`src/rtl/div_pkg.sv`:
```
// Shared types and sizing for the sequential restoring divider.
// Imported by the divider interface, the step datapath and the top.
package div_pkg;

  localparam int DIV_N = 16;

  function automatic int cnt_width(input int n);
    return $clog2(2 * n);
  endfunction

  localparam int DIV_CW = cnt_width(DIV_N);

  typedef enum logic [1:0] {
    IDLE = 2'd0,
    BUSY = 2'd1,
    DONE = 2'd2
  } div_state_e;

endpackage : div_pkg

```
`src/rtl/restoring_divider_16_if.sv`:
```
// Operand/result handshake bundle for the restoring divider.
// The divider itself uses the slave modport; its requester uses master.
interface restoring_divider_16_if
  import div_pkg::*;
#(
  parameter int N = DIV_N
);

  logic             in_valid;
  logic             in_ready;
  logic [2*N-1:0]   dividend;
  logic [N-1:0]     divisor;
  logic             out_valid;
  logic             out_ready;
  logic [2*N-1:0]   quotient;
  logic [N-1:0]     remainder;
  logic             div_by_zero;

  modport slave (
    input  in_valid,
    input  dividend,
    input  divisor,
    input  out_ready,
    output in_ready,
    output out_valid,
    output quotient,
    output remainder,
    output div_by_zero
  );

  modport master (
    output in_valid,
    output dividend,
    output divisor,
    output out_ready,
    input  in_ready,
    input  out_valid,
    input  quotient,
    input  remainder,
    input  div_by_zero
  );

endinterface : restoring_divider_16_if

```
`src/rtl/div_step.sv`:
```
// One combinational restoring-division step: shift in a dividend bit,
// subtract the divisor when it fits, and report the resulting quotient bit.
module div_step
  import div_pkg::*;
#(
  parameter int N = DIV_N
) (
  input  logic [N:0]   r,
  input  logic         dividend_bit,
  input  logic [N-1:0] divisor,
  output logic [N:0]   r_next,
  output logic         q_bit
);

  logic [N:0] shifted_s;
  logic [N:0] diff_s;
  logic       fits_s;

  // r stays below the divisor, so its top bit is zero in practice; folding it
  // into the compare keeps the step correct even for an out-of-range r.
  always_comb begin
    shifted_s = {r[N-1:0], dividend_bit};
    diff_s    = shifted_s - {1'b0, divisor};
    fits_s    = r[N] | (shifted_s >= {1'b0, divisor});
    if (fits_s) begin
      r_next = diff_s;
      q_bit  = 1'b1;
    end else begin
      r_next = shifted_s;
      q_bit  = 1'b0;
    end
  end

endmodule : div_step

```
`src/rtl/restoring_divider_16.sv`:
```
// Sequential 2N/N restoring divider retiring one quotient bit per clock,
// with valid/ready handshakes on the operand and result sides.
module restoring_divider_16
  import div_pkg::*;
#(
  parameter int N = DIV_N
) (
  input logic                 clk,
  input logic                 rst_n,
  restoring_divider_16_if.slave bus
);

  localparam int            CW       = cnt_width(N);
  localparam logic [CW-1:0] CNT_LAST = CW'(2 * N - 1);
  localparam logic [CW-1:0] CNT_ZERO = {CW{1'b0}};

  div_state_e       state_r;
  logic [CW-1:0]    count_r;
  logic [2*N-1:0]   dq_r;
  logic [N-1:0]     dvs_r;
  logic [N:0]       rem_r;

  logic             in_ready_r;
  logic             out_valid_r;
  logic [2*N-1:0]   quotient_r;
  logic [N-1:0]     remainder_r;
  logic             dbz_r;

  logic [N:0]       step_r_s;
  logic             step_q_s;

  // The dividend leaves dq_r from the top while quotient bits enter at the
  // bottom, so after 2N steps dq_r holds exactly the quotient.
  div_step #(
    .N (N)
  ) u_step (
    .r            (rem_r),
    .dividend_bit (dq_r[2*N-1]),
    .divisor      (dvs_r),
    .r_next       (step_r_s),
    .q_bit        (step_q_s)
  );

  // Control FSM, datapath shift registers and registered result outputs.
  always_ff @(posedge clk or negedge rst_n) begin
    if (!rst_n) begin
      state_r     <= IDLE;
      count_r     <= CNT_ZERO;
      dq_r        <= {(2*N){1'b0}};
      dvs_r       <= {N{1'b0}};
      rem_r       <= {(N+1){1'b0}};
      in_ready_r  <= 1'b1;
      out_valid_r <= 1'b0;
      quotient_r  <= {(2*N){1'b0}};
      remainder_r <= {N{1'b0}};
      dbz_r       <= 1'b0;
    end else begin
      case (state_r)
        IDLE: begin
          if (bus.in_valid) begin
            dq_r       <= bus.dividend;
            dvs_r      <= bus.divisor;
            rem_r      <= {(N+1){1'b0}};
            count_r    <= CNT_LAST;
            in_ready_r <= 1'b0;
            if (bus.divisor == {N{1'b0}}) begin
              state_r     <= DONE;
              out_valid_r <= 1'b1;
              quotient_r  <= {(2*N){1'b1}};
              remainder_r <= bus.dividend[N-1:0];
              dbz_r       <= 1'b1;
            end else begin
              state_r <= BUSY;
            end
          end else begin
            state_r <= IDLE;
          end
        end

        BUSY: begin
          rem_r   <= step_r_s;
          dq_r    <= {dq_r[2*N-2:0], step_q_s};
          count_r <= count_r - {{(CW-1){1'b0}}, 1'b1};
          if (count_r == CNT_ZERO) begin
            state_r     <= DONE;
            out_valid_r <= 1'b1;
            quotient_r  <= {dq_r[2*N-2:0], step_q_s};
            remainder_r <= step_r_s[N-1:0];
            dbz_r       <= 1'b0;
          end else begin
            state_r <= BUSY;
          end
        end

        DONE: begin
          if (bus.out_ready) begin
            state_r     <= IDLE;
            out_valid_r <= 1'b0;
            in_ready_r  <= 1'b1;
          end else begin
            state_r <= DONE;
          end
        end

        default: begin
          state_r     <= IDLE;
          in_ready_r  <= 1'b1;
          out_valid_r <= 1'b0;
        end
      endcase
    end
  end

  assign bus.in_ready    = in_ready_r;
  assign bus.out_valid   = out_valid_r;
  assign bus.quotient    = quotient_r;
  assign bus.remainder   = remainder_r;
  assign bus.div_by_zero = dbz_r;

endmodule : restoring_divider_16

```
`src/flat_wrapper.sv`:
```
// flat-port wrapper written by rule: the top's interface ports become plain ports
module restoring_divider_16_flat import div_pkg::*;
#(
  parameter int N = DIV_N
)
  (clk, rst_n, bus_in_valid, bus_dividend, bus_divisor, bus_out_ready, bus_in_ready, bus_out_valid, bus_quotient, bus_remainder, bus_div_by_zero);
  restoring_divider_16_if #(.N(N)) bus_i ();
  input logic clk;
  input logic rst_n;
  input wire logic [$bits(bus_i.in_valid)-1:0] bus_in_valid;
  input wire logic [$bits(bus_i.dividend)-1:0] bus_dividend;
  input wire logic [$bits(bus_i.divisor)-1:0] bus_divisor;
  input wire logic [$bits(bus_i.out_ready)-1:0] bus_out_ready;
  output wire logic [$bits(bus_i.in_ready)-1:0] bus_in_ready;
  output wire logic [$bits(bus_i.out_valid)-1:0] bus_out_valid;
  output wire logic [$bits(bus_i.quotient)-1:0] bus_quotient;
  output wire logic [$bits(bus_i.remainder)-1:0] bus_remainder;
  output wire logic [$bits(bus_i.div_by_zero)-1:0] bus_div_by_zero;
  assign bus_i.in_valid = bus_in_valid;
  assign bus_i.dividend = bus_dividend;
  assign bus_i.divisor = bus_divisor;
  assign bus_i.out_ready = bus_out_ready;
  assign bus_in_ready = bus_i.in_ready;
  assign bus_out_valid = bus_i.out_valid;
  assign bus_quotient = bus_i.quotient;
  assign bus_remainder = bus_i.remainder;
  assign bus_div_by_zero = bus_i.div_by_zero;
  restoring_divider_16 #(.N(N)) u_core (.clk(clk), .rst_n(rst_n), .bus(bus_i));
endmodule
```
`config.mk`:
```
export PLATFORM = sky130hd
export DESIGN_NAME = restoring_divider_16_flat
export DESIGN_NICKNAME = d
export VERILOG_FILES = /design/src/rtl/div_pkg.sv /design/src/rtl/restoring_divider_16_if.sv /design/src/rtl/div_step.sv /design/src/rtl/restoring_divider_16.sv /design/src/flat_wrapper.sv
export SDC_FILE = /design/constraint.sdc
export NUM_CORES = 1
export LEC_CHECK = 0
export CAP_MARGIN = 25
export CORE_MARGIN = 2
export CORE_UTILIZATION = 40
export DETAILED_ROUTE_END_ITERATION = 12
export PLACE_DENSITY = 0.74
export SLEW_MARGIN = 5
export SYNTH_ARGS = -nofsm -noshare
export SYNTH_HDL_FRONTEND = slang
export SYNTH_SLANG_ARGS = --single-unit
export TNS_END_PERCENT = 20
```
`constraint.sdc`:
```
create_clock -name clk -period 7.1 [get_ports clk]
set_input_delay 1.065 -clock clk [delete_from_list [all_inputs] [get_ports clk]]
set_output_delay 1.065 -clock clk [all_outputs]
set_load 0.02 [all_outputs]
```
==> reports/results.ini <==
[critical_path]
cp_num_buf_inv=2
ff2ff_path_depth=12
crit_fanout=3
rr_endpoint=u_core.bus.remainder[14]
crit_path_cell_trace=inv_1 -> ha_1 -> inv_1 -> fa_1 -> a211o_1 -> a2111oi_0 -> nor2_1 -> a211o_1 -> a21oi_1 -> xnor2_1 -> a21oi_1 -> o221ai_1
reg2reg_from=u_core.dq_r[31]
crit_arrival_ps=3780
crit_path_start_kind=flip-flop
crit_family=compound AO/OA/AOI/OAI gates
max_stage_delay_ps=700
reg2reg_setup_slack_ps=3650
crit_path_end_kind=flip-flop
critPathKind=flip-flop to flip-flop
cp_slowest_cell=a2111oi_0
crit_required_ps=7430

[timing]
slew_headroom_pct=38.8
finClkSkew_ps=6.51
worstMarginPinSlew_ps=916
hold_viol=0
period_share_pct=48.6
rsz0062_at_grt=false
fmax_mhz=290
final-setup-viol-count=0
setup_ws_ps=3650
tns_ps=0
min_period_ps=3450
drv_slew=0
whs_ps=462

[clocking]
cts_hold_buf=0
numCtsBuffers=17
cts_setup_buffers=0
path_clk_slew_ps=60
clkSinkCount=123
clk_latency_ps=420
cts_tree=yes
cts.path.max_buffers=2
cts_resized=0
clockRootBuffer=clkbuf_16
h-tree-depth=4

[cells_and_area]
final_common_cell=nand2_1
drive_gt1_share_pct=7.87
nNetsFinal=858
area.growth.synth_to_final_pct=27.5
antenna_cells=0
fillers=1415
final_cell_mix=145 x nand2_1, 122 x dfrtp_1, 101 x clkdlybuf4s50_1, 69 x o21ai_0, 58 x nor2_1
finalNonFillerCells=1012

[synthesis]
synth_edf_count=0
syn-num-nets=773
netlist_instances=703
ys_types=64
avgSynthCellArea_um2=9.00
yosysWarnings=0
synth-seq-cells=123
ys_seq_area_share_pct=48.7
ys.flop_type=dfrtp_1
synth-async-reset-ratio_pct=100
synth_area_um2=6330

[status]
status=finished, final reports clean

[power]
p_leak_nw=3.53
vdd_drop_max_uv=273
power.density_nw_per_um2=537

[drt]
antenna_left=0
routed_wl_mm=16.2
dr_total_vias=5538
vias_per_cell=5.47
drt-initial-drc-count=568
wl_per_cell_um=16.0
dr.pass1.iters=5
post-route-drc-count=0

[die]
ioPinCount=103
num_rows=45
core_area_um2=15300
die_h_um=130
dieArea_um2=16800
initial_utilization_pct=41.3
die-width_um=130

[global_route]
antenna_found_initial=0
overflow=0
grt_max_degree=91
grt_usage_pct=20.1
grt_pass1_vias=5094
grt_pass1_wl_mm=26.4

[min_path]
min-delay-start=u_core.bus.quotient[29]
hold-path-endpoint=u_core.bus.quotient[29]
whs_path_depth=2
hold_class=flip-flop to flip-flop

[place]
preCtsSetupSlack_ps=3570
placedCellCount=979
routabilityCongestion=0.887
dp_hpwl_mm=10.8
portBuffers=102

[flow_run]
maxCapViolations=0

-- power by group --
part	internal, mW	switching, mW	total [mW]
combinational	0.946	1.26	2.21
clock	0.527	0.330	0.857
sequential	1.04	0.232	1.27
total	2.51	1.82	4.33
-- state kept, by name (all words and copies together), names as in the netlist --
signal / cells
u_core.bus.quotient: 32
u_core.dq_r: 32
u_core.rem_r: 17
u_core.bus.remainder: 16
u_core.dvs_r: 16
u_core.count_r: 5
u_core.state_r: 2
u_core.bus.div_by_zero: 1
u_core.bus.in_ready: 1
u_core.bus.out_valid: 1
-- layout make-up --
type / instances / area [µm²] / area share, %
flip-flops and latches: 123 / 3080 / 38.2
multi-input cells: 514 / 2950 / 36.6
clock buffers: 19 / 443 / 5.49
repair buffers: 111 / 1110 / 13.7
clock inverters: 13 / 144 / 1.78
inverters: 21 / 78.8 / 0.977
well taps: 211 / 264 / 3.27
-- worst max-delay path by stage --
stage	end	cells past startpoint	startpoint	slack (ps)
floorplan	u_core.bus.remainder[14]	12	u_core.dq_r[31]	4290
global placement	u_core.bus.remainder[7]	9	bus_divisor[10]	3630
detailed placement	u_core.bus.remainder[8]	9	bus_divisor[10]	3570
CTS	u_core.bus.remainder[0]	9	u_core.rem_r[10]	3660
global route	u_core.bus.remainder[0]	9	u_core.rem_r[10]	3430
finish	u_core.bus.remainder[14]	12	u_core.dq_r[31]	3650
-- metrics by stage --
step	util, %	power [mW]	cell area, µm²
6_report	52.7	4.33	8070
5_1_grt	52.7	4.68	8070
4_1_cts	52.5	4.34	8040
3_5_place_dp	48.7	3.46	7450
3_3_place_gp	48.7	3.40	7450
2_1_floorplan	-	2.84	6330
-- routing by layer --
layer | part of all wire, % | vias to the layer above | GRT usage, %
met5 | 0 | - | 0
met4 | 1.8 | 0 | 7.08
met3 | 5.4 | 27 | 4.76
met2 | 44 | 175 | 29.4
met1 | 49 | 2681 | 29.2
li1 | - | 2655 | -
-- cells by family (layout without fill, tap and decap cells) --
logic type,Yosys count,after routing,share of synthesized area [%]
fa+ha+maj,18,18,3.68
buf+inv,66,164,5.10
xor+xnor,12,12,1.66
compound gates,213,213,21.9
mux,7,7,1.13
flops,123,123,48.7
simple gates,264,264,17.8
-- synthesized netlist by cell type (all sizes together) (7+ instances only) --
| cell type | instances | area [µm²] |
|---|---|---|
| a21o | 12 | 100 |
| a21oi | 30 | 165 |
| a31oi | 33 | 206 |
| clkbuf | 40 | 200 |
| dfrtp | 122 | 3050 |
| ha | 17 | 213 |
| inv | 21 | 78.8 |
| nand2 | 145 | 544 |
| nand3 | 14 | 80.1 |
| nor2 | 60 | 228 |
| nor3 | 12 | 60.1 |
| o211ai | 7 | 52.6 |
| o21a | 8 | 60.1 |
| o21ai | 70 | 350 |
| o22a | 18 | 160 |
| o31ai | 8 | 60.1 |
-- tightest hold or removal path, delay by kind of cell (launching register included) --
family / cells / cell delay (ps)
simple gates: 2 / 100
flops: 1 / 330
Power figures use the tool's default switching activity.
